==> src/rtl/if_queue_pkg.sv <==
// Shared widths, NOP encoding and reset polarity for the instruction-fetch queue.
package if_queue_pkg;
    localparam int ADDR_W = 32;
    localparam int INST_W = 32;
    localparam int ENTRY_W = ADDR_W + INST_W;
    localparam logic [INST_W-1:0] NOP_INST = 32'h0000_0013;
    // Reset is asynchronous and active-high throughout this block.
    localparam bit RST_ACTIVE_HIGH = 1'b1;
endpackage

==> src/rtl/if_queue_ram.sv <==
// Entry storage for if_queue: one synchronous write port, one asynchronous read port.
module if_queue_ram
    import if_queue_pkg::*;
#(
    parameter int DEPTH = 4,
    parameter int PTR_W = 2
) (
    input  logic               clk,
    input  logic               wr_en,
    input  logic [PTR_W-1:0]   wr_addr,
    input  logic [ENTRY_W-1:0] wr_data,
    input  logic [PTR_W-1:0]   rd_addr,
    output logic [ENTRY_W-1:0] rd_data
);
    logic [ENTRY_W-1:0] mem [DEPTH];

    // Contents are deliberately left unreset; count qualifies every read.
    always_ff @(posedge clk) begin
        if (wr_en) begin
            mem[wr_addr] <= wr_data;
        end
    end

    assign rd_data = mem[rd_addr];
endmodule

==> src/rtl/if_queue.sv <==
// Fetch-to-decode FIFO of {pc, inst} pairs with flush.
// Define IF_QUEUE_BYPASS_EN to forward an entry straight to decode when the queue is empty.
module if_queue
    import if_queue_pkg::*;
#(
    parameter int DEPTH = 4,
    parameter int CNT_W = 3
) (
    input  logic              clk,
    input  logic              rst,
    input  logic              flush,
    input  logic              in_valid,
    input  logic [ADDR_W-1:0] in_pc,
    input  logic [INST_W-1:0] in_inst,
    output logic              in_ready,
    output logic              out_valid,
    output logic [ADDR_W-1:0] out_pc,
    output logic [INST_W-1:0] out_inst,
    input  logic              out_ready,
    output logic [CNT_W-1:0]  count
);
    localparam int PTR_W = (DEPTH > 1) ? $clog2(DEPTH) : 1;

    logic [PTR_W-1:0]   wr_ptr;
    logic [PTR_W-1:0]   rd_ptr;
    logic [ENTRY_W-1:0] rd_data;
    logic               empty;
    logic               bypass;
    logic               bypass_take;
    logic               do_push;
    logic               do_pop;

    assign empty = (count == '0);

`ifdef IF_QUEUE_BYPASS_EN
    assign bypass = !rst && empty && in_valid && !flush;
`else
    assign bypass = 1'b0;
`endif
    assign bypass_take = bypass && out_ready;

    // in_ready ignores out_ready, so a full queue never accepts even with a same-cycle pop.
    assign in_ready = !rst && (count < CNT_W'(DEPTH)) && !flush;
    assign do_push  = in_valid && in_ready && !bypass_take;
    assign do_pop   = !empty && out_ready;

    always_ff @(posedge clk or posedge rst) begin
        if (rst) begin
            wr_ptr <= '0;
            rd_ptr <= '0;
            count  <= '0;
        end else if (flush) begin
            wr_ptr <= '0;
            rd_ptr <= '0;
            count  <= '0;
        end else begin
            if (do_push) begin
                wr_ptr <= wr_ptr + PTR_W'(1);
            end
            if (do_pop) begin
                rd_ptr <= rd_ptr + PTR_W'(1);
            end
            count <= count + CNT_W'(do_push) - CNT_W'(do_pop);
        end
    end

    if_queue_ram #(
        .DEPTH (DEPTH),
        .PTR_W (PTR_W)
    ) u_ram (
        .clk     (clk),
        .wr_en   (do_push && !flush),
        .wr_addr (wr_ptr),
        .wr_data ({in_pc, in_inst}),
        .rd_addr (rd_ptr),
        .rd_data (rd_data)
    );

    always_comb begin
        out_valid = 1'b0;
        out_pc    = '0;
        out_inst  = NOP_INST;
        if (!empty) begin
            out_valid = 1'b1;
            out_pc    = rd_data[ENTRY_W-1:INST_W];
            out_inst  = rd_data[INST_W-1:0];
        end else if (bypass) begin
            out_valid = 1'b1;
            out_pc    = in_pc;
            out_inst  = in_inst;
        end
    end
endmodule
==> config.mk <==
export PLATFORM = sky130hd
export DESIGN_NAME = if_queue
export DESIGN_NICKNAME = d
export VERILOG_FILES = /design/src/rtl/if_queue_pkg.sv /design/src/rtl/if_queue_ram.sv /design/src/rtl/if_queue.sv
export SDC_FILE = /design/constraint.sdc
export NUM_CORES = 1
export LEC_CHECK = 0
export CORE_ASPECT_RATIO = 1.75
export CORE_UTILIZATION = 40
export CTS_BUF_LIST = sky130_fd_sc_hd__clkbuf_8
export CTS_CLUSTER_DIAMETER = 80
export DETAILED_ROUTE_END_ITERATION = 7
export MAX_ROUTING_LAYER = met4
export RECOVER_POWER = 25
export SYNTH_ARGS = -nofsm -noshare
export SYNTH_HDL_FRONTEND = slang
export SYNTH_SLANG_ARGS = --single-unit
==> constraint.sdc <==
create_clock -name clk -period 8.29 [get_ports clk]
set_input_delay 1.658 -clock clk [delete_from_list [all_inputs] [get_ports clk]]
set_output_delay 1.658 -clock clk [all_outputs]
set_load 0.005 [all_outputs]
* Yosys cells after proc, flatten, opt, wreduce, memory -nomap -nowiden
Memories as Yosys holds them, arrays and structs flattened.
Cells that the tools add are included.
** Storage, ports and cells
- Memory bits (writable) :: 256
- Input port bits :: 69
- Memories kept :: 1
- ROM bits :: 0
- Register bits after elaboration :: 7
- Bits in latches :: 0
- Output and inout port bits :: 69
- Word-level logic and storage cells :: 30
** Operators by class
- Multiply operators :: 0
- Eq/ne operators :: 0
- Bitwise gates (word level) :: 0
- Div/mod/pow operators :: 0
- Reductions and logical operators :: 11
- Mux-type cells :: 10
- $add $sub $neg :: 4
- Order comparisons :: 1
- Shift operators :: 0
** Memories
- u_ram.mem :: depth 4, width 64, read ports 1, clocked after Yosys merged registers in 0, wr ports 1, line if_queue_ram.sv:15 : logic [ENTRY_W-1:0] mem [DEPTH];
** Operators by type and width (count)
- 32-bit 2-to-1 mux :: 2
- 2-bit 2-to-1 mux :: 4
- 1-bit logical AND :: 5
- 2-bit by 1-bit adder with 2-bit output, second input constant :: 2
- 2-bit nonzero test :: 2
- 3-bit by 1-bit adder with 3-bit output :: 1
- 1-bit logical NOT :: 3
- 3-bit logical NOT :: 1
- 3-bit < comparator, second input constant :: 1
- 1-bit 2-to-1 mux :: 3
- 3-bit 2-to-1 mux :: 1
- 3-bit by 1-bit subtractor with 3-bit output :: 1

* Logic depth before layout (Yosys ltp)
- Depth after elaboration :: 7
- Depth in mapped cells :: 9
- Mapped depth without buffers :: 9

* Hierarchy
A second synthesis with hierarchy kept.
** Unflattened totals
- Cells, all modules :: 445
- Area, all modules :: 10188.5 µm²
** By module, submodules not included
- if_queue_ram :: cells an instance 338, area each 9341.5 µm², times used 1
- if_queue :: cells an instance 107, area each 847.1 µm², times used 1

* Worst setup path after synthesis
OpenSTA, ideal clock, no wires.
- Kind :: input to register
- From :: in flush
- To :: mem u_ram.mem[0][0] (netlist name) (enable)
- Path slack :: 4.135 ns
- Data required time :: 7.861 ns
- Stages on the path :: 2
- Data arrival time :: 3.726 ns
- Path through :: nor4b_2 and2_1
** On the way
- Longest elaborated chain between the ends :: 6
** Ends and longest elaborated chain
- start: declaration :: line if_queue.sv:11 : input logic flush,
- 1-bit logical NOT (*) :: line if_queue.sv:43, if_queue.sv:72
- 1-bit logical AND :: line if_queue.sv:43 : assign in_ready = !rst && (count < CNT_W'(DEPTH)) && !flush;
- 1-bit logical AND :: line if_queue.sv:44 : assign do_push = in_valid && in_ready && !bypass_take;
- 1-bit logical AND (*) :: line if_queue.sv:72 : .wr_en (do_push && !flush),
- 1-bit 2-to-1 mux (*) :: line if_queue_ram.sv:19 : if (wr_en) begin
- 1-bit 2-to-1 mux (not written as such) (*) :: line if_queue_ram.sv:20 : mem[wr_addr] <= wr_data;
- end: declaration :: line if_queue_ram.sv:15
Mark *: on every way between the ends. The rest lies on a longest branch, timed or not.

* Final worst setup path
- From :: reg rd_ptr[0]
- To :: out out_inst[8]
** On the way
- Longest elaborated chain between the ends :: 2
** Ends and longest elaborated chain
- start: declaration :: line if_queue.sv:25 : logic [PTR_W-1:0] rd_ptr;
- start signal: assignment :: line if_queue.sv:61 : rd_ptr <= rd_ptr + PTR_W'(1);
- memory read 4 x 64 bit
- 32-bit 2-to-1 mux :: line if_queue.sv:83 : if (!empty) begin
- end: declaration :: line if_queue.sv:18 : output logic [INST_W-1:0] out_inst,
No other way between the ends.

==> impl_metrics.json <==
{
  "holdPathEnd": "wr_ptr[0]",
  "fp.dieArea_um2": 26100,
  "cts-hold-fix-buffers": 0,
  "layout_commonest_cell": "edfxtp_1",
  "status": "complete, no violations",
  "drc_errors": 0,
  "cts.clk_slew.worst_paths_ps": 60,
  "vdd_drop_max_mv": 0.197,
  "rows": 76,
  "min_from": "wr_ptr[0]",
  "clock-sinks": 263,
  "holdWs_ps": 561,
  "grt_usage_pct": 16.2,
  "drv_slew": 0,
  "regArea_um2": 7870,
  "fin_setup_tns_ps": 0,
  "wl_per_cell_um": 20.5,
  "floorplan.initialDensity_pct": 41.0,
  "hold_path.class": "reg2reg",
  "insertion_delay_ps": 520,
  "antenna_found_initial": 3,
  "worst_slew_pin_slew_ps": 1030,
  "end_kind": "primary output",
  "drtPass1Iterations": 4,
  "r2r_cells": 9,
  "drt_wl_total_um": 19400,
  "cp.arrival_ps": 3330,
  "hold_viol": 0,
  "syn_avg_cell_area_um2": 22.6,
  "timing.rr.start": "count[2]",
  "cts_tree": "built",
  "syn_inst": 450,
  "core_um2": 24800,
  "drtIter0Drc": 287,
  "startpoint_type": "flop",
  "final_area_um2": 12500,
  "power_density_nw_per_um2": 279,
  "cts_max_level": 2,
  "synth_top_area_cell": "edfxtp_1",
  "grt_max_degree": 67,
  "ys_seq_area_share_pct": 77.3,
  "timing.rr.end": "count[2]",
  "gp_congestion": 0.696,
  "reg2reg_slack_ps": 5710,
  "dpl_cell_area_um2": 11800,
  "multi_input_area_um2": 2130,
  "cts_root_buf": "clkbuf_8",
  "hold_depth": 1,
  "fp.dieH_um": 213,
  "clock.fmax_mhz": 201,
  "synth.distinct_cells": 24,
  "overflow": 0,
  "cts_setup_buffers": 0,
  "path_class": "reg2out",
  "area_delta_synth_final_pct": 22.9,
  "final_core_util_pct": 50.4,
  "p_leak_nw": 4.00,
  "place_hpwl_um": 10800,
  "rsz0062_at_grt": "false",
  "period_share_pct": 60.1,
  "synthTopCellsByArea": "edfxtp_1, mux4_2, and2_1, dfrtp_1, buf_12",
  "die_w_um": 123,
  "cts_buffers": 38,
  "synth_nets": 526,
  "synth_area_um2": 10200,
  "slew_headroom_pct": 31.3,
  "vias": 4813,
  "crit_required_ps": 6630,
  "synth_top_area_share_pct": 75.5,
  "cts.repair.resized": 0,
  "drtAntennaViolNets": 0,
  "yosysWarnings": 0,
  "io_pins": 138,
  "layout_common_cells": "edfxtp_1, clkdlybuf4s50_1, mux4_2",
  "nets": 682,
  "worstPathMaxFanout": 38,
  "grt_pass1_wl_um": 30100,
  "p_total_mw": 3.49,
  "drive_above_1_share_pct": 19.5,
  "fillers": 2036,
  "vias_per_cell": 5.10,
  "grt_pass1_vias": 5444,
  "clockBufferDepth": 3,
  "ys_ff_latch": 263,
  "port_buffers": 137,
  "fin_crit_ps": 4990,
  "fin_skew_ps": 20.6,
  "maxCapViolCount": 0,
  "finalSetupViolCount": 0
}
==> Yosys cell counts <==
| master | instances |
|---|---|
| dfrtp_1 | 7 |
| or2_1 | 3 |
| mux4_2 | 64 |
| nor2b_1 | 4 |
| buf_1 | 1 |
| clkbuf_1 | 8 |
| nand2b_1 | 1 |
| fa_1 | 1 |
| ha_1 | 6 |
| buf_6 | 1 |
| edfxtp_1 | 256 |
| buf_2 | 6 |
| mux2_2 | 3 |
| o31a_1 | 1 |
| and2_1 | 65 |
| nor3_1 | 2 |
| xnor3_1 | 1 |
| inv_1 | 7 |
| buf_12 | 4 |
| o311ai_0 | 1 |
| mux2i_1 | 1 |
| nor4b_2 | 1 |
| nor2_1 | 4 |
| buf_4 | 2 |
==> registers in the layout, summed over array words and instances, names as in the netlist <==
signal / flops
count: 3
rd_ptr: 2
u_ram.mem: 256
wr_ptr: 2
==> kinds of logic after synthesis <==
| kind of cell | count (synthesis) | share of synthesized area (%) |
|---|---|---|
| multiplexers | 68 | 14.6 |
| buffers and inverters | 29 | 1.93 |
| XOR/XNOR | 1 | 0.221 |
| flip-flops | 263 | 77.3 |
| AND/OR/NAND/NOR | 80 | 4.88 |
| adder cells (fa/ha/maj) | 7 | 0.934 |
| AO/OA/AOI/OAI | 2 | 0.172 |
==> final cells by class <==
type / instances / area share (%)
antenna: 2 / 0.0400
multi-input combinational: 158 / 17.0
tap: 312 / 3.12
sequential: 263 / 62.9
clock inverter: 23 / 1.15
inverter: 7 / 0.210
timing repair buffer: 138 / 11.0
clock buffer: 41 / 4.51
==> power breakdown <==
| part | leakage (nW) | total (mW) | internal (mW) | switching (mW) |
|---|---|---|---|---|
| combinational | 1.19 | 0.940 | 0.599 | 0.342 |
| sequential | 2.40 | 1.57 | 1.50 | 0.0778 |
| clock | 0.407 | 0.973 | 0.515 | 0.458 |
==> metal layers <==
metal | global-route usage (%) | routed length, um
met5 | - | 0
met4 | 6.85 | 558
met3 | 2.54 | 742
met2 | 28.3 | 10600
met1 | 18.1 | 7460
==> stage by stage <==
| step | std cells | setup WS [ps] |
|---|---|---|
| 6_report | 944 | 3300 |
| 5_1_grt | 944 | 2980 |
| 4_1_cts | 942 | 3140 |
| 3_5_place_dp | 878 | 3600 |
| 3_3_place_gp | 878 | 3600 |
| 2_1_floorplan | 450 | 4140 |
==> critical path: stages, from the launching register on <==
cell	delay, ps
dfrtp_4	930
buf_4	620
mux4_2	570
and2_1	200
clkdlybuf4s50_1	460
==> worst max path at each step <==
stage,from,endpoint
global route,rd_ptr[0],out_inst[8]
CTS,rd_ptr[0],out_inst[11]
finish,rd_ptr[0],out_inst[8]
detailed placement,flush,in_ready
global placement,flush,in_ready
floorplan,flush,u_ram.mem[0][0]
(Power assumes the default switching activity.)
